$ cat config.mk
export PLATFORM = sky130hd
export DESIGN_NAME = wide_add_sequencer
export DESIGN_NICKNAME = d
export VERILOG_FILES = /design/src/rtl/wide_add_sequencer.sv
export SDC_FILE = /design/constraint.sdc
export NUM_CORES = 1
export LEC_CHECK = 0
export BUFFER_PORTS_ARGS = -buffer_cell sky130_fd_sc_hd__buf_4
export CELL_PAD_IN_SITES_DETAIL_PLACEMENT = 0
export CELL_PAD_IN_SITES_GLOBAL_PLACEMENT = 1
export CORE_MARGIN = 1
export CORE_UTILIZATION = 39
export DETAILED_ROUTE_END_ITERATION = 16
export HOLD_SLACK_MARGIN = 0.15
export PLACE_DENSITY = 0.78
export SYNTH_ARGS = -nofsm -noshare
export SYNTH_HDL_FRONTEND = slang
export SYNTH_SLANG_ARGS = --single-unit
$ cat constraint.sdc
create_clock -name clk -period 2.9 [get_ports clk]
set_clock_uncertainty 0.05 [all_clocks]
set_input_delay 0.87 -clock clk [delete_from_list [all_inputs] [get_ports clk]]
set_output_delay 0.87 -clock clk [all_outputs]
set_load 0.01 [all_outputs]
$ cat src/rtl/wide_add_sequencer.sv
// Purpose: WORD_W-bit add/subtract built by stepping an external 4-bit adder one nibble per cycle, LSB first.
// Latency: start accepted at edge 0, busy for NIBBLES cycles, done pulses in cycle NIBBLES+1.
// Backpressure: none; start_in is honoured only in IDLE or DONE and ignored while busy.
module wide_add_sequencer #(
  parameter int WORD_W  = 16,
  parameter int NIBBLES = WORD_W / 4
) (
  input  logic              clk,
  input  logic              rst_n,
  input  logic              start_in,
  input  logic              sub_in,
  input  logic [WORD_W-1:0] a_in,
  input  logic [WORD_W-1:0] b_in,
  input  logic              c_in,
  output logic [3:0]        add_a,
  output logic [3:0]        add_b,
  output logic              add_cin,
  input  logic [3:0]        add_sum,
  input  logic              add_cout,
  output logic              busy,
  output logic              done,
  output logic [WORD_W-1:0] result,
  output logic              carry_out,
  output logic              overflow
);

  localparam int IDX_W = $clog2(NIBBLES);
  localparam logic [IDX_W-1:0] LAST_IDX = IDX_W'(NIBBLES - 1);
  localparam int MSB = WORD_W - 1;

  typedef enum logic [1:0] {IDLE, RUN, DONE} state_t;

  state_t            state;
  logic [WORD_W-1:0] a_reg;
  logic [WORD_W-1:0] b_reg;   // already inverted for subtract
  logic              carry_reg;
  logic              sub_reg;
  logic [IDX_W-1:0]  idx;
  logic [IDX_W+1:0]  bit_base;

  // Bit offset of the nibble currently being processed.
  assign bit_base = {idx, 2'b00};

  // Present the current nibble pair and ripple carry to the adder; quiet outside RUN.
  always_comb begin
    add_a   = 4'h0;
    add_b   = 4'h0;
    add_cin = 1'b0;
    if (state == RUN) begin
      add_a   = a_reg[bit_base +: 4];
      add_b   = b_reg[bit_base +: 4];
      add_cin = carry_reg;
    end
  end

  // Sequencer FSM: latch operands, collect one adder nibble per cycle, publish flags on entry to DONE.
  always_ff @(posedge clk) begin
    if (!rst_n) begin
      state     <= IDLE;
      idx       <= '0;
      carry_reg <= 1'b0;
      sub_reg   <= 1'b0;
      a_reg     <= '0;
      b_reg     <= '0;
      busy      <= 1'b0;
      done      <= 1'b0;
      result    <= '0;
      carry_out <= 1'b0;
      overflow  <= 1'b0;
    end else begin
      done <= 1'b0;
      case (state)
        IDLE, DONE: begin
          if (start_in) begin
            // Subtract is a + ~b + ~borrow, so the borrow-in is inverted into the carry.
            a_reg     <= a_in;
            b_reg     <= sub_in ? ~b_in : b_in;
            carry_reg <= c_in ^ sub_in;
            sub_reg   <= sub_in;
            idx       <= '0;
            busy      <= 1'b1;
            state     <= RUN;
          end else begin
            state <= IDLE;
          end
        end
        RUN: begin
          result[bit_base +: 4] <= add_sum;
          carry_reg             <= add_cout;
          idx                   <= idx + 1'b1;
          if (idx == LAST_IDX) begin
            idx       <= '0;
            busy      <= 1'b0;
            done      <= 1'b1;
            // Final adder carry is the borrow complement when subtracting.
            carry_out <= add_cout ^ sub_reg;
            overflow  <= (a_reg[MSB] == b_reg[MSB]) && (add_sum[3] != a_reg[MSB]);
            state     <= DONE;
          end
        end
        default: state <= IDLE;
      endcase
    end
  end

endmodule

==> results_tabular.tex, run 1 <==
\begin{tabular}{lr}
\hline
Metric & Value \\
\hline
\multicolumn{2}{l}{\textbf{Clock tree}} \\
Max clock buf depth & 2 \\
Number of hold buffers added after CTS & 0 \\
Clock tree from TritonCTS & done \\
CTS H-Tree Depth & 3 \\
Root Buffer Master & clkbuf\_8 \\
Clock latency reported for the late side of the worst-skew pair & around 0.34 ns \\
Clock slew at reported path FFs & $\sim$0.07 ns \\
Number of CTS-inserted buffers & 9 \\
Clock sinks & a little under 60 \\
\multicolumn{2}{l}{\textbf{GRT}} \\
Busiest metal layer after global routing & met2 \\
Met2 Track Usage GR & between 20\% and 30\% \\
Number of global-route vias before repair & 2108 \\
Gr ovfl total & 0 \\
Maximum number of pins on one net before global-route repair & 37 \\
Initial antenna violation count & 0 \\
Global-route wire length before repair & about 10000 um \\
GRT Util Overall & between 15 and 20\% \\
Global-route met3 utilization & roughly 7\% \\
Routing usage on met1 & around 22\% \\
\multicolumn{2}{l}{\textbf{STA}} \\
Final number of max-transition violations & 0 \\
Rel. slew slack & slightly below 70\% \\
Final total negative setup slack & 0 ns \\
Fmax & 0.369 GHz \\
Transition time at the pin with the least slew margin & 0.487 ns \\
Fin crit period & between 2 and 3 ns \\
Tcrit/Tclk final & 93.4\% \\
Setup repair after global routing missed its margin & false \\
Hold Violations, Final & 0 \\
Setup violations, final & 0 \\
\multicolumn{2}{l}{\textbf{Logic synthesis}} \\
Seq/Total Area, Yosys & between 40\% and 50\% \\
Largest cells by area after synthesis & dfxtp\_1 (43\%), nand2\_1 (9.2\%), mux4\_2 (6.7\%), a21boi\_0 (6.4\%), o211a\_1 (6.3\%) \\
Post-Synthesis Net Count & 335 \\
Count of synthesis-stage warnings from yosys & 0 \\
Fraction of registers with async set or reset after synthesis & 0\% \\
Average footprint of a synthesized cell & 9.31 sq um \\
Leading cell type by number of instances after synthesis & nand2\_1 \\
Largest area contributor in the synthesized netlist & dfxtp\_1 \\
Count of cell types in the netlist & 34 \\
Netlist Area Pre-Place & around 2700 sq um \\
Most numerous cell types in the synthesized netlist & nand2\_1 (66), dfxtp\_1 (58), a21boi\_0 (23), o211a\_1 (17), xnor2\_1 (17) \\
Area fraction of the dominant cell type after synthesis & roughly 43\% \\
Post-synthesis cell count & roughly 290 \\
Predominant post-synthesis flop cell & dfxtp\_1 \\
Number of synthesized flops with an enable pin & 0 \\
Number of flip-flops and latches in the synthesized netlist & 58 \\
\multicolumn{2}{l}{\textbf{Layout}} \\
Fraction of layout cells with a size suffix above 1 & 28.8\% \\
Sequential cell area & between 1000 and 1500 sq um \\
End-of-flow core utilization & a little over half \\
Area growth from synthesis to layout & 30.5\% \\
Ant. Diodes & 0 \\
Final nets & 400 \\
Fill cell instance count of the final layout & 611 \\
Footprint of the multi-input gates & 1410 sq um \\
\multicolumn{2}{l}{\textbf{Power}} \\
Worst IR Drop VDD & 321 uV \\
Lkg Pwr & approximately 1.6 nW \\
Total power density per cell area & $\sim$580 nW/um\^{}2 \\
\multicolumn{2}{l}{\textbf{Min path}} \\
Hold Crit Class & reg -> reg \\
\multicolumn{2}{l}{\textbf{Detailed routing}} \\
Vias/cell & 4.98 \\
\# DRC & 5 \\
Mean routed wirelength per cell & about 14 um \\
Number of iterations in the first detailed-routing pass & 11 \\
Detailed-route wire length & roughly 6000 um \\
Detailed router's first-iteration violation count & about 120 \\
Vias & approximately 2200 \\
Remaining antenna violation count & 0 \\
\multicolumn{2}{l}{\textbf{Worst setup path}} \\
Startpoint-to-endpoint class of the critical path & reg -> out \\
Crit start category & flop \\
Required time at the endpoint of the critical path & just under 2 ns \\
Endpoint class of the critical path & output pin \\
Maximum fanout encountered on the critical timing path & 11 \\
Delay of the slowest cell on the worst path & between 0.5 and 0.6 ns \\
Arr. time, crit path & $\sim$1.8 ns \\
Cell breakdown of the critical path & mux4\_2 -> and2\_1 -> buf\_4 \\
Slowest-stage cell, CP & dfxtp\_2 \\
\multicolumn{2}{l}{\textbf{Run}} \\
Count of maximum capacitance violations & 0 \\
\multicolumn{2}{l}{\textbf{Floorplanning}} \\
Starting density of the core & between 40\% and 50\% \\
Vert. Die Dim & about 85 um \\
Die X & about 85 um \\
DIE AREA & 7210 sq um \\
Core ar. & between 6000 and 7000 sq um \\
Number of top-level pins & 71 \\
Count of standard-cell rows & 29 \\
\multicolumn{2}{l}{\textbf{Place}} \\
Port buffer count & 70 \\
Dpl hpwl & around 4200 um \\
Final Wtd Congestion & approximately 0.8 \\
\multicolumn{2}{l}{\textbf{Status}} \\
Failing checks & design-rule violations \\
Outcome & finished with violations \\
\hline
\end{tabular}
-- what timing repair did --
item                                    CTS  global route
setup buffers                             0             0
resized for setup                         1             0
endpoints found under the setup margin    8             0
-- critical path: cells and delay by family (launching register included) --
family | cells | cell delay [ns]
buffers and inverters | 1 | 0.14
DFF | 1 | 0.58
muxes | 1 | 0.54
and+or+nand+nor | 1 | 0.18
-- per-layer routing --
layer / vias up / share of wire, %
met1: 981 / 46
met2: 54 / 48
li1: 1130 / -
met5: - / 0
met4: 0 / 0.37
met3: 2 / 5.9
-- cells by family after synthesis --
group / after synthesis / synth area share, %
multiplexers: 8 / 6.72
AND/OR/NAND/NOR: 115 / 20.8
adder cells (fa/ha/maj): 5 / 2.33
AO/OA/AOI/OAI: 58 / 16.9
flip-flops: 58 / 43.3
XOR/XNOR: 18 / 5.88
buffers and inverters: 26 / 4.01
-- report_power, final --
part           switching, mW  total [mW]  internal [mW]
Clock                  0.331       0.899          0.568
Combinational          0.119       0.256          0.137
Sequential            0.0322       0.873          0.840
-- final cells by class --
| cell class | instances | share of cell area [%] |
|---|---|---|
| multi-input combinational | 204 | 40.4 |
| sequential | 58 | 33.2 |
| timing repair buffer | 76 | 16.3 |
| clock buffer | 9 | 3.54 |
| clock inverter | 7 | 3.36 |
| tap | 77 | 2.75 |
| inverter | 4 | 0.429 |
-- worst paths after layout --
kind / depth (start not counted) / from / slack (ns) / endpoint
worst max register to register: 6 / idx[0] / 0.63 / result[9]
worst min-delay path: 2 / a_reg[9] / 0.41 / a_reg[9]
worst max-delay path: 3 / idx[0] / 0.19 / add_b[3]
worst min register to register: 2 / a_reg[9] / 0.41 / a_reg[9]
-- metrics by stage --
step	area, sq um	total power [mW]	worst slack (ns)	std cells	hold WS (ns)
after floorplan	2680	1.05	0.642	288	0.390
after global placement	3250	1.15	0.277	419	0.399
after detailed placement	3250	1.15	0.270	419	0.406
after CTS	3500	2.05	0.162	435	0.415
after global routing	3500	2.13	0.103	435	0.429
final	3500	2.03	0.192	435	0.411
-- layout by cell type (no fill, tap or decap), types with 2 or more instances in the layout --
cell type / n
a21boi_0: 23
and2_1: 11
and2b_1: 3
and3b_1: 2
buf_4: 76
bufinv_16: 3
clkbuf_8: 9
clkinvlp_4: 3
dfxtp_1: 57
ha_1: 5
inv_1: 4
mux4_2: 8
nand2_1: 66
nand3_1: 12
nand3b_1: 3
nand4_1: 6
nor2_1: 3
nor2b_1: 2
nor3_1: 2
o211a_1: 17
o21ai_0: 4
o21ai_1: 3
o22ai_1: 4
o31ai_1: 2
xnor2_1: 17
No activity file was read; power rests on OpenSTA's default activity.
==> run 2: changes to the inputs <==
CORE_UTILIZATION = 40   (was 39)
CTS_BUF_LIST = sky130_fd_sc_hd__clkbuf_4   (was not set)
PLACE_DENSITY = 0.8   (was 0.78)
==> run 2 against run 1 <==
Compared with the run above: the flow still finishes with violations (design-rule violations); sequential share of layout area up 1.3 points; clock power fell by 38%; routed wire length down 0.94%; sequential cell count is the same; count of clock-buffer cells in the layout up 2; via count up 1.1%; worst setup slack lost 0.039 ns; register-to-register slack lost 0.02 ns; largest power group is now sequential cells.
==> results_tabular.tex, run 2 (synthesis results as in run 1) <==
\begin{tabular}{lr}
\hline
Metric & Value \\
\hline
\multicolumn{2}{l}{\textbf{Status}} \\
Outcome & finished with violations \\
Failing checks & design-rule violations \\
\multicolumn{2}{l}{\textbf{Place}} \\
Final Wtd Congestion & approximately 0.77 \\
Port buffer count & 70 \\
Dpl hpwl & 4090 um \\
Dpl cell area & between 3000 and 4000 sq um \\
Pre-CTS WS & $\sim$0.31 ns \\
\multicolumn{2}{l}{\textbf{Floorplanning}} \\
Core ar. & approximately 6400 sq um \\
Count of standard-cell rows & 29 \\
Number of top-level pins & slightly above 70 \\
Vert. Die Dim & $\sim$84 um \\
Starting density of the core & between 40\% and 50\% \\
DIE AREA & between 7000 and 8000 sq um \\
Die X & $\sim$84 um \\
\multicolumn{2}{l}{\textbf{Worst setup path}} \\
Maximum fanout encountered on the critical timing path & 12 \\
Crit path from & idx[1] \\
Crit start category & flop \\
Startpoint-to-endpoint class of the critical path & reg -> out \\
Required time at the endpoint of the critical path & just under 2 ns \\
Reg-to-reg startpoint & idx[0] \\
Endpoint class of the critical path & output pin \\
Arr. time, crit path & between 1.5 and 2 ns \\
\multicolumn{2}{l}{\textbf{Detailed routing}} \\
Vias & about 2200 \\
Detailed router's first-iteration violation count & roughly 100 \\
\# DRC & 12 \\
Number of iterations in the first detailed-routing pass & 10 \\
Vias/cell & between 5 and 6 \\
Remaining antenna violation count & 0 \\
Mean routed wirelength per cell & 13.6 um \\
Detailed-route wire length & around 5900 um \\
\multicolumn{2}{l}{\textbf{Layout}} \\
Leading cell type in the layout, fill and taps excluded & buf\_4 \\
Area growth from synthesis to layout & 25.6\% \\
Ant. Diodes & 0 \\
Final design area excluding fillers & about 3400 sq um \\
Fill cell instance count of the final layout & 617 \\
Final nets & a little under 400 \\
Fraction of layout cells with a size suffix above 1 & $\sim$28\% \\
Highest-count cells in the layout ignoring fill and taps & buf\_4 (74), nand2\_1 (66), dfxtp\_1 (57) \\
\multicolumn{2}{l}{\textbf{Clock tree}} \\
CTS H-Tree Depth & 3 \\
Clock tree from TritonCTS & done \\
Clock latency reported for the late side of the worst-skew pair & 0.39 ns \\
Root Buffer Master & clkbuf\_4 \\
Max clock buf depth & 2 \\
Number of hold buffers added after CTS & 0 \\
Post-CTS setup-driven buffer insertion count & 0 \\
Clock slew at reported path FFs & roughly 0.10 ns \\
Number of CTS-inserted buffers & 9 \\
Clock sinks & between 50 and 60 \\
\multicolumn{2}{l}{\textbf{GRT}} \\
Number of global-route vias before repair & between 2000 and 2500 \\
Initial antenna violation count & 0 \\
Maximum number of pins on one net before global-route repair & roughly 50 \\
GRT Util Overall & 18.1\% \\
Global-route wire length before repair & 9910 um \\
Gr ovfl total & 0 \\
\multicolumn{2}{l}{\textbf{Power}} \\
Total power density per cell area & around 500 nW/um\^{}2 \\
Lkg Pwr & between 1.5 and 2 nW \\
Worst IR Drop VDD & 246 uV \\
\multicolumn{2}{l}{\textbf{STA}} \\
Setup slack of the critical path after layout & 0.153 ns \\
Fmax & about 0.36 GHz \\
Setup violations, final & 0 \\
Fin crit period & between 2 and 3 ns \\
Setup repair after global routing missed its margin & false \\
Final total negative setup slack & 0 ns \\
Hold Violations, Final & 0 \\
Post-route worst hold slack & 0.415 ns \\
Final number of max-transition violations & 0 \\
Rel. slew slack & 60.6\% \\
Transition time at the pin with the least slew margin & 0.590 ns \\
Tcrit/Tclk final & around 95\% \\
\multicolumn{2}{l}{\textbf{Min path}} \\
Hold Crit Class & reg -> reg \\
HP Start & result[14] \\
\multicolumn{2}{l}{\textbf{Run}} \\
Count of maximum capacitance violations & 0 \\
\hline
\end{tabular}
[run 2: cell count changes in the layout (fill, tap and decap cells not counted), sizes merged]
cell and change:
bufinv -2, clkinv +2, clkinvlp -3, clkbuf +2, buf -2
[run 2: metrics by stage]
stage / std cells / utilization (%) / power [mW]
2_1_floorplan: 288 / - / 1.05
3_3_place_gp: 417 / 50.4 / 1.14
3_5_place_dp: 417 / 50.4 / 1.15
4_1_cts: 432 / 52.4 / 1.70
5_1_grt: 432 / 52.4 / 1.78
6_report: 432 / 52.4 / 1.68
[run 2: area by class of cell]
class	count	area [sq um]	share of cell area, %
inverters	4	15.0	0.446
clock inverters	4	43.8	1.30
repair buffers	74	556	16.5
well taps	77	96.3	2.86
flip-flops and latches	58	1160	34.5
multi-input cells	204	1410	41.9
clock buffers	11	82.6	2.45
[run 2: timing repair]
| item | 4_1_cts | 5_1_grt |
|---|---|---|
| endpoints found under the hold margin | 0 | 0 |
| endpoints found under the setup margin | 8 | 0 |
| gates resized for setup | 1 | 0 |
[run 2: where the power goes]
group | leakage, nW | switching [mW] | internal [mW]
logic | 0.979 | 0.118 | 0.135
clock network | 0.0741 | 0.284 | 0.273
registers | 0.475 | 0.0320 | 0.840
total | 1.53 | 0.434 | 1.25
[run 2: path summary, 6_finish.rpt]
| path | to | slack, ns | depth (start not counted) |
|---|---|---|---|
| hold reg to reg | result[14] | 0.42 | 2 |
| setup reg to reg | result[9] | 0.61 | 6 |
| hold / removal | result[14] | 0.42 | 2 |
| setup / recovery | add_b[0] | 0.15 | 3 |
[run 2: critical path, stage by stage, from the launching register on]
cell,delay (ns)
dfxtp_1,0.71
mux4_2,0.40
and2_1,0.18
buf_4,0.14
[run 2: metal layers]
| layer | part of all wire, % | global-route usage (%) | vias to the layer above |
|---|---|---|---|
| met1 | 47 | 23.7 | 992 |
| met5 | 0 | 0 | - |
| met2 | 46 | 27.8 | 64 |
| li1 | - | - | 1127 |
| met3 | 5.4 | 4.35 | 7 |
| met4 | 1.2 | 9.09 | 0 |
